## src/rtl/tis100_pkg.sv

```systemverilog
// tis100_pkg: shared instruction layout, jump codes and fetch state encoding
package tis100_pkg;
  localparam int INSTR_W = 18;
  localparam int ADDR_W = 4;
  localparam int TYPE_W = 5;
  localparam int D_W = 2;
  localparam int S_W = 3;
  localparam int TYPE_LO = 0;
  localparam int D_LO = 5;
  localparam int S_LO = 7;
  localparam int IMM_LO = 10;
  localparam logic [0:INSTR_W-1] NOP = {5'b11111, 13'b0};
  localparam logic [1:0] JMP_NONE = 2'b00;
  localparam logic [1:0] JMP_ABS = 2'b01;
  localparam logic [1:0] JMP_REL = 2'b10;
  typedef enum logic [1:0] {ST_LOAD, ST_RUN, ST_STALL} fetch_state_e;
endpackage

```

## src/rtl/tis100_fetch_unit_if.sv

```systemverilog
// tis100_fetch_unit_if: program load, control_unit feedback and instruction presentation bus
interface tis100_fetch_unit_if import tis100_pkg::*; ();
  logic run, prog_we, hlt, ack, port_done, instr_valid, stalled;
  logic [0:ADDR_W-1] prog_addr, pc;
  logic [0:INSTR_W-1] prog_data;
  logic [0:1] jmpCond;
  logic [0:TYPE_W-1] instrType;
  logic [0:D_W-1] dType;
  logic [0:S_W-1] sType;
  logic [0:7] imm;
  modport master(output run, prog_we, prog_addr, prog_data, jmpCond, hlt, ack, port_done,
                 input instrType, dType, sType, imm, instr_valid, pc, stalled);
  modport slave(input run, prog_we, prog_addr, prog_data, jmpCond, hlt, ack, port_done,
                output instrType, dType, sType, imm, instr_valid, pc, stalled);
endinterface

```

## src/rtl/tis100_prog_mem.sv

```systemverilog
// tis100_prog_mem: program store with synchronous write and asynchronous read
module tis100_prog_mem import tis100_pkg::*; #(
  parameter int DEPTH = 16
) (
  input  logic               clk,
  input  logic               i_we,
  input  logic [0:ADDR_W-1]  i_waddr,
  input  logic [0:INSTR_W-1] i_wdata,
  input  logic [0:ADDR_W-1]  i_raddr,
  output logic [0:INSTR_W-1] o_rdata
);
  logic [0:INSTR_W-1] r_mem [DEPTH];
  always_ff @(posedge clk)
    if (i_we) r_mem[i_waddr] <= i_wdata;
  assign o_rdata = r_mem[i_raddr];
endmodule

```

## src/rtl/tis100_fetch_unit.sv

```systemverilog
// tis100_fetch_unit: program memory, PC sequencing with wrap/jump/stall and instruction register
module tis100_fetch_unit import tis100_pkg::*; #(
  parameter int PROG_DEPTH = 16,
  parameter int IMM_W = 8
) (
  input  logic                clk,
  input  logic                reset,
  tis100_fetch_unit_if.slave  bus
);
  fetch_state_e r_state;
  logic [0:INSTR_W-1] r_ir, w_rd, w_mem_rd;
  logic [0:ADDR_W-1] r_pc, w_next, w_seq, w_abs, w_rel, w_rd_addr;
  logic [4:0] r_prog_len, w_inc, w_last;
  logic [0:IMM_W-1] w_imm;
  logic signed [9:0] w_sum;
  logic r_valid, w_block, w_load_we;

  assign w_imm = r_ir[IMM_LO +: IMM_W];
  assign w_inc = {1'b0, r_pc} + 5'd1;
  assign w_last = r_prog_len - 5'd1;
  assign w_seq = (w_inc == r_prog_len) ? 4'd0 : w_inc[3:0];
  assign w_abs = ({1'b0, w_imm[IMM_W-4 +: 4]} >= r_prog_len) ? 4'd0 : w_imm[IMM_W-4 +: 4];
  assign w_sum = $signed({6'b0, r_pc}) + $signed({{(10-IMM_W){w_imm[0]}}, w_imm});
  assign w_rel = w_sum[9] ? 4'd0 : (w_sum >= $signed({5'b0, r_prog_len})) ? w_last[3:0] : w_sum[3:0];
  assign w_next = (bus.jmpCond == JMP_ABS) ? w_abs : (bus.jmpCond == JMP_REL) ? w_rel : w_seq;
  assign w_block = (bus.hlt | bus.ack) & ~bus.port_done;
  assign w_load_we = bus.prog_we & (r_state == ST_LOAD);
  assign w_rd_addr = (r_state == ST_LOAD) ? 4'd0 : (r_state == ST_STALL) ? w_seq : w_next;
  // a write to address 0 on the edge run rises must land in the IR
  assign w_rd = (w_load_we && bus.prog_addr == 4'd0) ? bus.prog_data : w_mem_rd;

  tis100_prog_mem #(.DEPTH(PROG_DEPTH)) u_mem (
    .clk(clk), .i_we(w_load_we), .i_waddr(bus.prog_addr), .i_wdata(bus.prog_data),
    .i_raddr(w_rd_addr), .o_rdata(w_mem_rd)
  );

  always_ff @(posedge clk or negedge reset) begin
    if (!reset) begin
      r_state <= ST_LOAD;
      r_pc <= '0;
      r_ir <= NOP;
      r_valid <= 1'b0;
      r_prog_len <= '0;
    end else begin
      if (w_load_we && {1'b0, bus.prog_addr} >= r_prog_len) r_prog_len <= {1'b0, bus.prog_addr} + 5'd1;
      if (r_state == ST_LOAD) begin
        if (bus.run && r_prog_len != 5'd0) begin
          r_state <= ST_RUN;
          r_pc <= '0;
          r_ir <= w_rd;
          r_valid <= 1'b1;
        end
      end else if (!bus.run) begin
        r_state <= ST_LOAD;
        r_pc <= '0;
        r_ir <= NOP;
        r_valid <= 1'b0;
      end else if (r_state == ST_RUN && w_block) begin
        r_state <= ST_STALL;
      end else if (r_state == ST_RUN || bus.port_done) begin
        r_state <= ST_RUN;
        r_pc <= w_rd_addr;
        r_ir <= w_rd;
      end
    end
  end

  assign bus.instrType = r_ir[TYPE_LO +: TYPE_W];
  assign bus.dType = r_ir[D_LO +: D_W];
  assign bus.sType = r_ir[S_LO +: S_W];
  assign bus.imm = r_ir[IMM_LO +: 8];
  assign bus.pc = r_pc;
  assign bus.instr_valid = r_valid;
  assign bus.stalled = w_block & r_valid;
endmodule

```

## src/flat_wrapper.sv

```systemverilog
// flat-port wrapper written by rule: the top's interface ports become plain ports
module tis100_fetch_unit_flat import tis100_pkg::*;
#(
  parameter int PROG_DEPTH = 16,
  parameter int IMM_W = 8
)
  (clk, reset, bus_run, bus_prog_we, bus_prog_addr, bus_prog_data, bus_jmpCond, bus_hlt, bus_ack, bus_port_done, bus_instrType, bus_dType, bus_sType, bus_imm, bus_instr_valid, bus_pc, bus_stalled);
  tis100_fetch_unit_if bus_i ();
  input  logic clk;
  input  logic reset;
  input wire logic [$bits(bus_i.run)-1:0] bus_run;
  input wire logic [$bits(bus_i.prog_we)-1:0] bus_prog_we;
  input wire logic [$bits(bus_i.prog_addr)-1:0] bus_prog_addr;
  input wire logic [$bits(bus_i.prog_data)-1:0] bus_prog_data;
  input wire logic [$bits(bus_i.jmpCond)-1:0] bus_jmpCond;
  input wire logic [$bits(bus_i.hlt)-1:0] bus_hlt;
  input wire logic [$bits(bus_i.ack)-1:0] bus_ack;
  input wire logic [$bits(bus_i.port_done)-1:0] bus_port_done;
  output wire logic [$bits(bus_i.instrType)-1:0] bus_instrType;
  output wire logic [$bits(bus_i.dType)-1:0] bus_dType;
  output wire logic [$bits(bus_i.sType)-1:0] bus_sType;
  output wire logic [$bits(bus_i.imm)-1:0] bus_imm;
  output wire logic [$bits(bus_i.instr_valid)-1:0] bus_instr_valid;
  output wire logic [$bits(bus_i.pc)-1:0] bus_pc;
  output wire logic [$bits(bus_i.stalled)-1:0] bus_stalled;
  assign bus_i.run = bus_run;
  assign bus_i.prog_we = bus_prog_we;
  assign bus_i.prog_addr = bus_prog_addr;
  assign bus_i.prog_data = bus_prog_data;
  assign bus_i.jmpCond = bus_jmpCond;
  assign bus_i.hlt = bus_hlt;
  assign bus_i.ack = bus_ack;
  assign bus_i.port_done = bus_port_done;
  assign bus_instrType = bus_i.instrType;
  assign bus_dType = bus_i.dType;
  assign bus_sType = bus_i.sType;
  assign bus_imm = bus_i.imm;
  assign bus_instr_valid = bus_i.instr_valid;
  assign bus_pc = bus_i.pc;
  assign bus_stalled = bus_i.stalled;
  tis100_fetch_unit #(.PROG_DEPTH(PROG_DEPTH), .IMM_W(IMM_W)) u_core (.clk(clk), .reset(reset), .bus(bus_i));
endmodule
```

## config.mk

```make
export PLATFORM = sky130hd
export DESIGN_NAME = tis100_fetch_unit_flat
export DESIGN_NICKNAME = d
export VERILOG_FILES = /design/src/rtl/tis100_pkg.sv /design/src/rtl/tis100_fetch_unit_if.sv /design/src/rtl/tis100_prog_mem.sv /design/src/rtl/tis100_fetch_unit.sv /design/src/flat_wrapper.sv
export SDC_FILE = /design/constraint.sdc
export NUM_CORES = 1
export LEC_CHECK = 0
export CORE_MARGIN = 1
export CORE_UTILIZATION = 60
export CTS_BUF_LIST = sky130_fd_sc_hd__clkbuf_16
export DETAILED_ROUTE_END_ITERATION = 10
export PLACE_DENSITY = 0.79
export SYNTH_ARGS = -nofsm -noshare
export SYNTH_HDL_FRONTEND = slang
export SYNTH_HIERARCHICAL = 1
export SYNTH_SLANG_ARGS = --single-unit
```

## constraint.sdc

```tcl
create_clock -name clk -period 4.6 [get_ports clk]
set_input_delay 0.69 -clock clk [delete_from_list [all_inputs] [get_ports clk]]
set_output_delay 0.69 -clock clk [all_outputs]
set_load 0.005 [all_outputs]
```

Word level (Yosys, flattened, before mapping)
Memory sizes are Yosys's and may differ from the RTL's.
Cells that the tools add are included.
- add/sub/neg operators: 4
- magnitude comparators: 3
- eq/ne operators: 10
- mux-type cells: 29
- bitwise operators: 5
- reductions and logical operators: 11
- operator list (cell ; number):
    18-bit two-way mux ; 6
    4-bit two-way mux ; 13
    4-bit by 1-bit adder with 5-bit output, second input constant ; 2
    4-bit by 5-bit greater-or-equal comparator with 1-bit output ; 2
    2-bit two-way mux ; 5
    5-bit by 8-bit adder with 9-bit output ; 1
    9-bit by 6-bit greater-or-equal comparator with 1-bit output ; 1
    5-bit == test ; 1
    1-bit two-way mux ; 5
    5-bit nonzero test ; 1
    2-bit by 1-bit == test with 1-bit output, second input constant ; 2
    2-bit == test, second input constant ; 2
    1-bit logical AND ; 4
    4-bit zero test ; 1
    4-bit by 1-bit inequality test with 1-bit output, second input constant ; 1
    2-bit AND reduction ; 2
    4-bit by 1-bit subtractor with 4-bit output, second input constant ; 1
    1-bit AND ; 3
    3-bit by 1-bit inequality test with 1-bit output, second input constant ; 1
    3-bit by 2-bit inequality test with 1-bit output, second input constant ; 1
    3-bit AND reduction ; 1
    2-bit zero test ; 1
    2-bit by 1-bit inequality test with 1-bit output, second input constant ; 1
    2-bit inequality test, second input constant ; 1
    3 further kinds ; 3
- bits in registers: 30
- memory bits (writable): 288
- input bits: 31
- output and inout bits: 24
- memories: 1
- memories (memory ; words ; bits a word ; rd ports ; clocked after Yosys merged registers in ; write ports ; line ; text):
    u_core.u_mem.r_mem ; 16 ; 18 ; 1 ; 0 ; 1 ; tis100_prog_mem.sv:12 ; logic [0:INSTR_W-1] r_mem [DEPTH];

Depth between registers and ports, before layout
An unclocked memory read counts as a cell.
- depth after elaboration: 14
- mapped depth: 21

Hierarchy
Netlist, hierarchy kept.
- by module, submodules not included (module ; times used ; cells each ; area an instance (sq um) ; seq. area each (sq um)):
    tis100_prog_mem ; 1 ; 464 ; 10963.0 ; 8648.3
    tis100_fetch_unit ; 1 ; 257 ; 2368.5 ; 757.0

Least setup slack after synthesis
OpenSTA, ideal clock, no wires.
- path type: register -> register
- start: reg u_core.r_pc, in the netlist u_core/bus.pc[3]
- end: reg u_core/r_ir[13] (netlist bit)
- arrival time: 3.923 ns
- data required time: 4.462 ns
- path slack: 0.538 ns
- stages on the path, launching flop included: 19
- path buffers: 2
- clock period less this slack: 4.062 ns
- path through: dfrtp_1 > ha_1 > inv_1 > fa_1 > inv_1 > ha_1 > a2111oi_0 > nor3_1 > or3_4 > nor4_2 > nor3_2 > nor2_1 > buf_6 > buf_6 > mux4_1 > a22oi_1 > nand2_1 > mux2i_1 > o22ai_1
- longest elaborated chain between the ends: 14
- RTL lines (what ; line ; text):
    start: declaration ; tis100_fetch_unit.sv:12 ; logic [0:ADDR_W-1] r_pc, w_next, w_seq, w_abs, w_rel, w_rd_addr;
    start signal: assignment ; tis100_fetch_unit.sv:62 ; r_pc <= w_rd_addr;
    5-bit by 8-bit adder with 9-bit output ; tis100_fetch_unit.sv:23 ; assign w_sum = $signed({6'b0, r_pc}) + $signed({{(10-IMM_W){w_imm[0]}}, w_imm});
    9-bit by 6-bit greater-or-equal comparator with 1-bit output ; tis100_fetch_unit.sv:24 ; assign w_rel = w_sum[9] ? 4'd0 : (w_sum >= $signed({5'b0, r_prog_len})) ? w_last[3:0] : w_sum[3:0];
    4-bit two-way mux (2 in series) ; tis100_fetch_unit.sv:24 ;
    4-bit two-way mux (2 in series) ; tis100_fetch_unit.sv:25 ; assign w_next = (bus.jmpCond == JMP_ABS) ? w_abs : (bus.jmpCond == JMP_REL) ? w_rel : w_seq;
    4-bit two-way mux (*) (2 in series) ; tis100_fetch_unit.sv:28 ; assign w_rd_addr = (r_state == ST_LOAD) ? 4'd0 : (r_state == ST_STALL) ? w_seq : w_next;
    named net u_core.w_rd_addr, one bit ; tis100_fetch_unit.sv:12 ;
    memory read 16 x 18 bit (*) ; - ;
    named net u_core.w_mem_rd, one bit ; tis100_fetch_unit.sv:11 ; logic [0:INSTR_W-1] r_ir, w_rd, w_mem_rd;
    18-bit two-way mux (*) ; tis100_fetch_unit.sv:30 ; assign w_rd = (w_load_we && bus.prog_addr == 4'd0) ? bus.prog_data : w_mem_rd;
    18-bit two-way mux ; tis100_fetch_unit.sv:60 ; end else if (r_state == ST_RUN || bus.port_done) begin
    18-bit two-way mux ; tis100_fetch_unit.sv:58 ; end else if (r_state == ST_RUN && w_block) begin
    18-bit two-way mux ; tis100_fetch_unit.sv:53 ; end else if (!bus.run) begin
    18-bit two-way mux (*) ; tis100_fetch_unit.sv:46 ; if (r_state == ST_LOAD) begin
    end signal: assignment ; tis100_fetch_unit.sv:50 ; r_ir <= w_rd;
    end signal: assignment ; tis100_fetch_unit.sv:63 ; r_ir <= w_rd;
    end: declaration ; tis100_fetch_unit.sv:11 ;
The timed path passes the listed nets; every way through them passes the cells marked *. The select of a mux whose other input is x is not followed.
A chain may end at the register's enable or synchronous reset.

Worst setup path in the final report
- start: reg u_core/r_ir[17] (netlist bit)
- end: reg u_core/r_ir[15] (netlist bit)
- longest elaborated chain between the ends: 14
- RTL lines (what ; line):
    5-bit by 8-bit adder with 9-bit output ; tis100_fetch_unit.sv:23
    9-bit by 6-bit greater-or-equal comparator with 1-bit output ; tis100_fetch_unit.sv:24
    4-bit two-way mux (2 in series) ; tis100_fetch_unit.sv:24
    4-bit two-way mux ; tis100_fetch_unit.sv:25
    4-bit two-way mux (*) ; tis100_fetch_unit.sv:25
    4-bit two-way mux (*) (2 in series) ; tis100_fetch_unit.sv:28
    named net u_core.w_rd_addr, one bit ; tis100_fetch_unit.sv:12
    memory read 16 x 18 bit (*) ; -
    named net u_core.w_mem_rd, one bit ; tis100_fetch_unit.sv:11
    18-bit two-way mux (*) ; tis100_fetch_unit.sv:30
    18-bit two-way mux ; tis100_fetch_unit.sv:60
    18-bit two-way mux ; tis100_fetch_unit.sv:58
    18-bit two-way mux ; tis100_fetch_unit.sv:53
    18-bit two-way mux (*) ; tis100_fetch_unit.sv:46
Marks and branches as above.

==> impl_results.md <==
* Vias per inst at 6.871
* GRT Total Usage at between 30 and 40%
* PwrDens at 421.7 nW/um^2
* Crit. End Element: flop
* WS Path Type: reg -> reg
* Sequential cell area at 9405 um^2
* Switching Fraction at 23.79%
* Post-DRT Antenna Nets at 0
* MaxCap Viol Count at 0
* Critical Path RT at ~5000 ps
* Final Hold Fails at 0
* Root Buffer: clkbuf_16
* Placer Congestion at roughly 0.95
* GR Overflow Total at 0
* Startpoint of the lowest-slack hold path: u_core/r_ir[8]$_DFFE_PN0P_
* Htree depth at 1
* TritonCTS clock tree: done
* Status: finished, final reports clean
* Post-Syn Area per Cell at 18.49 um^2
* Sequential share of power at about half
* Final worst-path cycle share at a little over nine tenths
* Port Buffers at 54
* Reg-to-reg startpoint: u_core/r_ir[17]$_DFFE_PN0P_
* Hold_buf cts at 0
* Critical path fanouts, max at 16
* WL per Instance at just over 30 um
* Worst VDD drop at 0.0002851 V
* Pre-antenna DRT Iters at 5
* Worst setup SP type: flop
* First-pass GRT wire length at slightly below 50,000 um
* Initial Util at 61.09%
* IO Count at 55
* Layout cell share with drive strength beyond 1 at 21.85%
* Die Wd at 151.1 um
* Synthesized flop and latch total at 318
* Pleak at between 0.005 and 0.006 uW
* Vias at 7,806
* Worst-Margin Slew at 979.1 ps
* CORE AREA at 21,820 um^2
* Sink Count at between 300 and 400
* Antenna cells at 0
* Sequential fraction of the synthesis area at roughly 71%
* Final count of pins violating max slew at 0
* Place WS at 23.91 ps
* Number of synthesized flops with an enable pin at 288
* Net Switching at roughly 1600 uW
* Synth Cell Area at 13,330 um^2
* Hold Path Class: reg -> reg
* Area of the multi-input gates at 3841 um^2
* Setup Skew at 11.94 ps
* Vias in the first global route at 7,642
* Synth warn at 6
* Num CTS Buffers at 31
* Synthesized instance count at approximately 720
* WL final at 34,440 um
* DP HPWL at 18,930 um
* Mapped Nets at 775
* Clock latency on the worst-skew pair at 550 ps
* Die area at roughly 23,000 um^2
* Post-route setup slack at ~71 ps
* Initial DRC count at approximately 780
* Post-route DRC at 0
* Die Ht at 151.1 um
* Endpoints failing setup at 0
* Ys flop type: edfxtp_1
* Num rows at 54
* Clock share of power at 36.7%
* Tmin final at 4529 ps
* Slew margin rel. at between 30% and 40%
* Antenna violations before repair at 0
* Ys async rst share at 9.434%
* Internal at between 5000 and 6000 uW
* FF-to-FF setup slack at 70 ps
* Post-Route Setup TNS at 0 ps
* CP startpoint: u_core/r_ir[17]$_DFFE_PN0P_
* Max Clk Rate at about 220 MHz
* Combinational power share at 13.5%
* Worst Path Arrival at 4940 ps
* # fillers at 1,308
* Area delta synth->final at 17.59%
* Synth unique cells at 61
* Clk pin slew, worst setup/hold paths at 70 ps
* Nets at 886
* CTS max path bufs at 3
* Largest net degree at the start of global routing at 31
cells by family (layout without fill, tap and decap cells):
| logic type | Yosys count | in the layout | synth area share, % |
|---|---|---|---|
| AO/OA/AOI/OAI | 114 | 114 | 6.054 |
| XOR/XNOR | 13 | 13 | 0.8541 |
| adder cells (fa/ha/maj) | 23 | 23 | 2.215 |
| buffers and inverters | 48 | 183 | 1.783 |
| flip-flops | 318 | 318 | 70.55 |
| multiplexers | 93 | 93 | 14.37 |
| AND/OR/NAND/NOR | 112 | 112 | 4.176 |
area by class of cell:
class | count | area share, %
repair buffers | 107 | 6.625
flip-flops and latches | 318 | 60.00
well taps | 280 | 2.235
clock inverters | 26 | 1.237
clock buffers | 31 | 4.949
multi-input cells | 355 | 24.50
inverters | 19 | 0.4549
worst max-delay path: stages (launching register included):
cell,delay [ps]
dfrtp_1,390
ha_1,190
inv_1,60
fa_2,540
inv_1,50
ha_1,310
a2111oi_4,320
nor3_2,110
or3_4,380
nor4_4,180
nor3_2,100
nor2_4,210
buf_12,190
buf_4,130
mux4_2,490
a22oi_1,260
nand2_1,110
mux2i_1,250
o21ai_0,120
power by group through the flow:
| stage | registers (uW) | clock network [uW] | logic (uW) |
|---|---|---|---|
| 2_1_floorplan | 3330 | 0 | 457 |
| 3_3_place_gp | 3340 | 0 | 791 |
| 3_5_place_dp | 3350 | 0 | 811 |
| 4_1_cts | 3290 | 2440 | 832 |
| 5_1_grt | 3300 | 2540 | 951 |
| 6_report | 3290 | 2430 | 893 |
metal layers:
| layer | up-vias | routed length (um) | global-route usage, % |
|---|---|---|---|
| li1 | 3171 | - | - |
| met1 | 3989 | 12820 | 41.53 |
| met2 | 550 | 16480 | 49.36 |
| met3 | 96 | 3593 | 5.602 |
| met4 | 0 | 1547 | 12.90 |
| met5 | - | 0 | 0 |
path summary, 6_finish.rpt:
path	end	cells after the start
min in group asynchronous	u_core/bus.instr_valid$_DFFE_PN0P_	2
worst max register to register	u_core/r_ir[15]$_DFFE_PN0P_	18
worst min register to register	u_core/r_ir[8]$_DFFE_PN0P_	2
max in group asynchronous	u_core/r_ir[4]$_DFFE_PN1P_	2
worst max-delay path	u_core/r_ir[15]$_DFFE_PN0P_	18
worst min-delay path	u_core/r_ir[8]$_DFFE_PN0P_	2
synth_stat cells (2+ instances only):
cell type / number / area (um^2)
dfrtp_1: 25 / 625.6
buf_6: 5 / 56.30
clkbuf_1: 9 / 33.78
mux4_1: 22 / 578.1
o211ai_1: 2 / 15.01
nand4_1: 5 / 31.28
nor3b_1: 2 / 15.01
a31o_1: 2 / 17.52
xnor2_1: 8 / 70.07
a21o_1: 5 / 37.54
a31oi_1: 2 / 12.51
o221ai_1: 2 / 17.52
o21a_1: 3 / 22.52
a211oi_1: 2 / 15.01
nand2b_1: 7 / 43.79
nor4_2: 2 / 25.02
nor3_2: 2 / 20.02
o21ai_1: 3 / 15.01
mux4_2: 50 / 1126
nand3_1: 6 / 30.03
dfstp_2: 5 / 131.4
buf_1: 5 / 18.77
buf_2: 6 / 30.03
ha_1: 22 / 275.3
edfxtp_1: 288 / 8648
o22ai_1: 3 / 18.77
a22oi_1: 36 / 270.3
nor2_1: 28 / 105.1
nand2_1: 39 / 146.4
o21ai_0: 16 / 80.08
a32oi_1: 2 / 17.52
nor3_1: 9 / 45.04
nand3b_1: 2 / 15.01
and2_1: 2 / 12.51
buf_4: 3 / 22.52
xor2_1: 5 / 43.79
a22o_1: 3 / 26.28
mux2i_1: 20 / 200.2
nor2b_1: 3 / 18.77
o32ai_2: 2 / 32.53
a21oi_1: 19 / 95.09
inv_1: 19 / 71.32
a21boi_0: 2 / 15.01
what timing repair did:
item,4_1_cts,5_1_grt
setup buffers,0,13
cloned,1,1
setup endpoints to repair,2,17
gates resized for setup,0,13
pin swaps,1,1
hold endpoints to repair,0,0
flip-flops by register name, indices dropped and copies added (netlist names):
register,count
u_core/u_mem/r_mem,288
u_core/bus.instr_valid,1
u_core/r_prog_len,5
u_core/bus.pc,4
u_core/r_ir,18
u_core/r_state,2
layout by cell type (no fill, tap or decap), types with 4 or more instances in the layout:
master	count
nor2_1	13
nor2_2	7
nand2_1	39
ha_1	22
clkinv_1	8
nor3_2	8
inv_1	27
clkdlybuf4s50_1	54
nand2b_1	7
mux2i_1	20
dfstp_2	5
o21ai_1	5
o21ai_0	14
xor2_1	5
edfxtp_1	288
mux4_1	22
clkbuf_16	32
a22oi_1	34
nor2_4	8
buf_12	5
buf_4	46
a21o_1	5
xnor2_1	8
dfrtp_1	25
nand3_1	6
nand4_1	5
a21oi_1	19
mux4_2	50
clkinv_2	4
stage by stage:
step	instances	hold slack (ps)	util, %	instance area (um^2)	total power, uW
5_1_grt	1136	540.5	71.83	15680	6787
3_3_place_gp	1064	472.2	66.44	14500	4133
2_1_floorplan	721	394.4	-	13330	3787
6_report	1136	486.3	71.83	15680	6610
4_1_cts	1122	492.4	71.03	15500	6555
3_5_place_dp	1064	478.5	66.44	14500	4158
No activity file was read; power rests on OpenSTA's default activity.
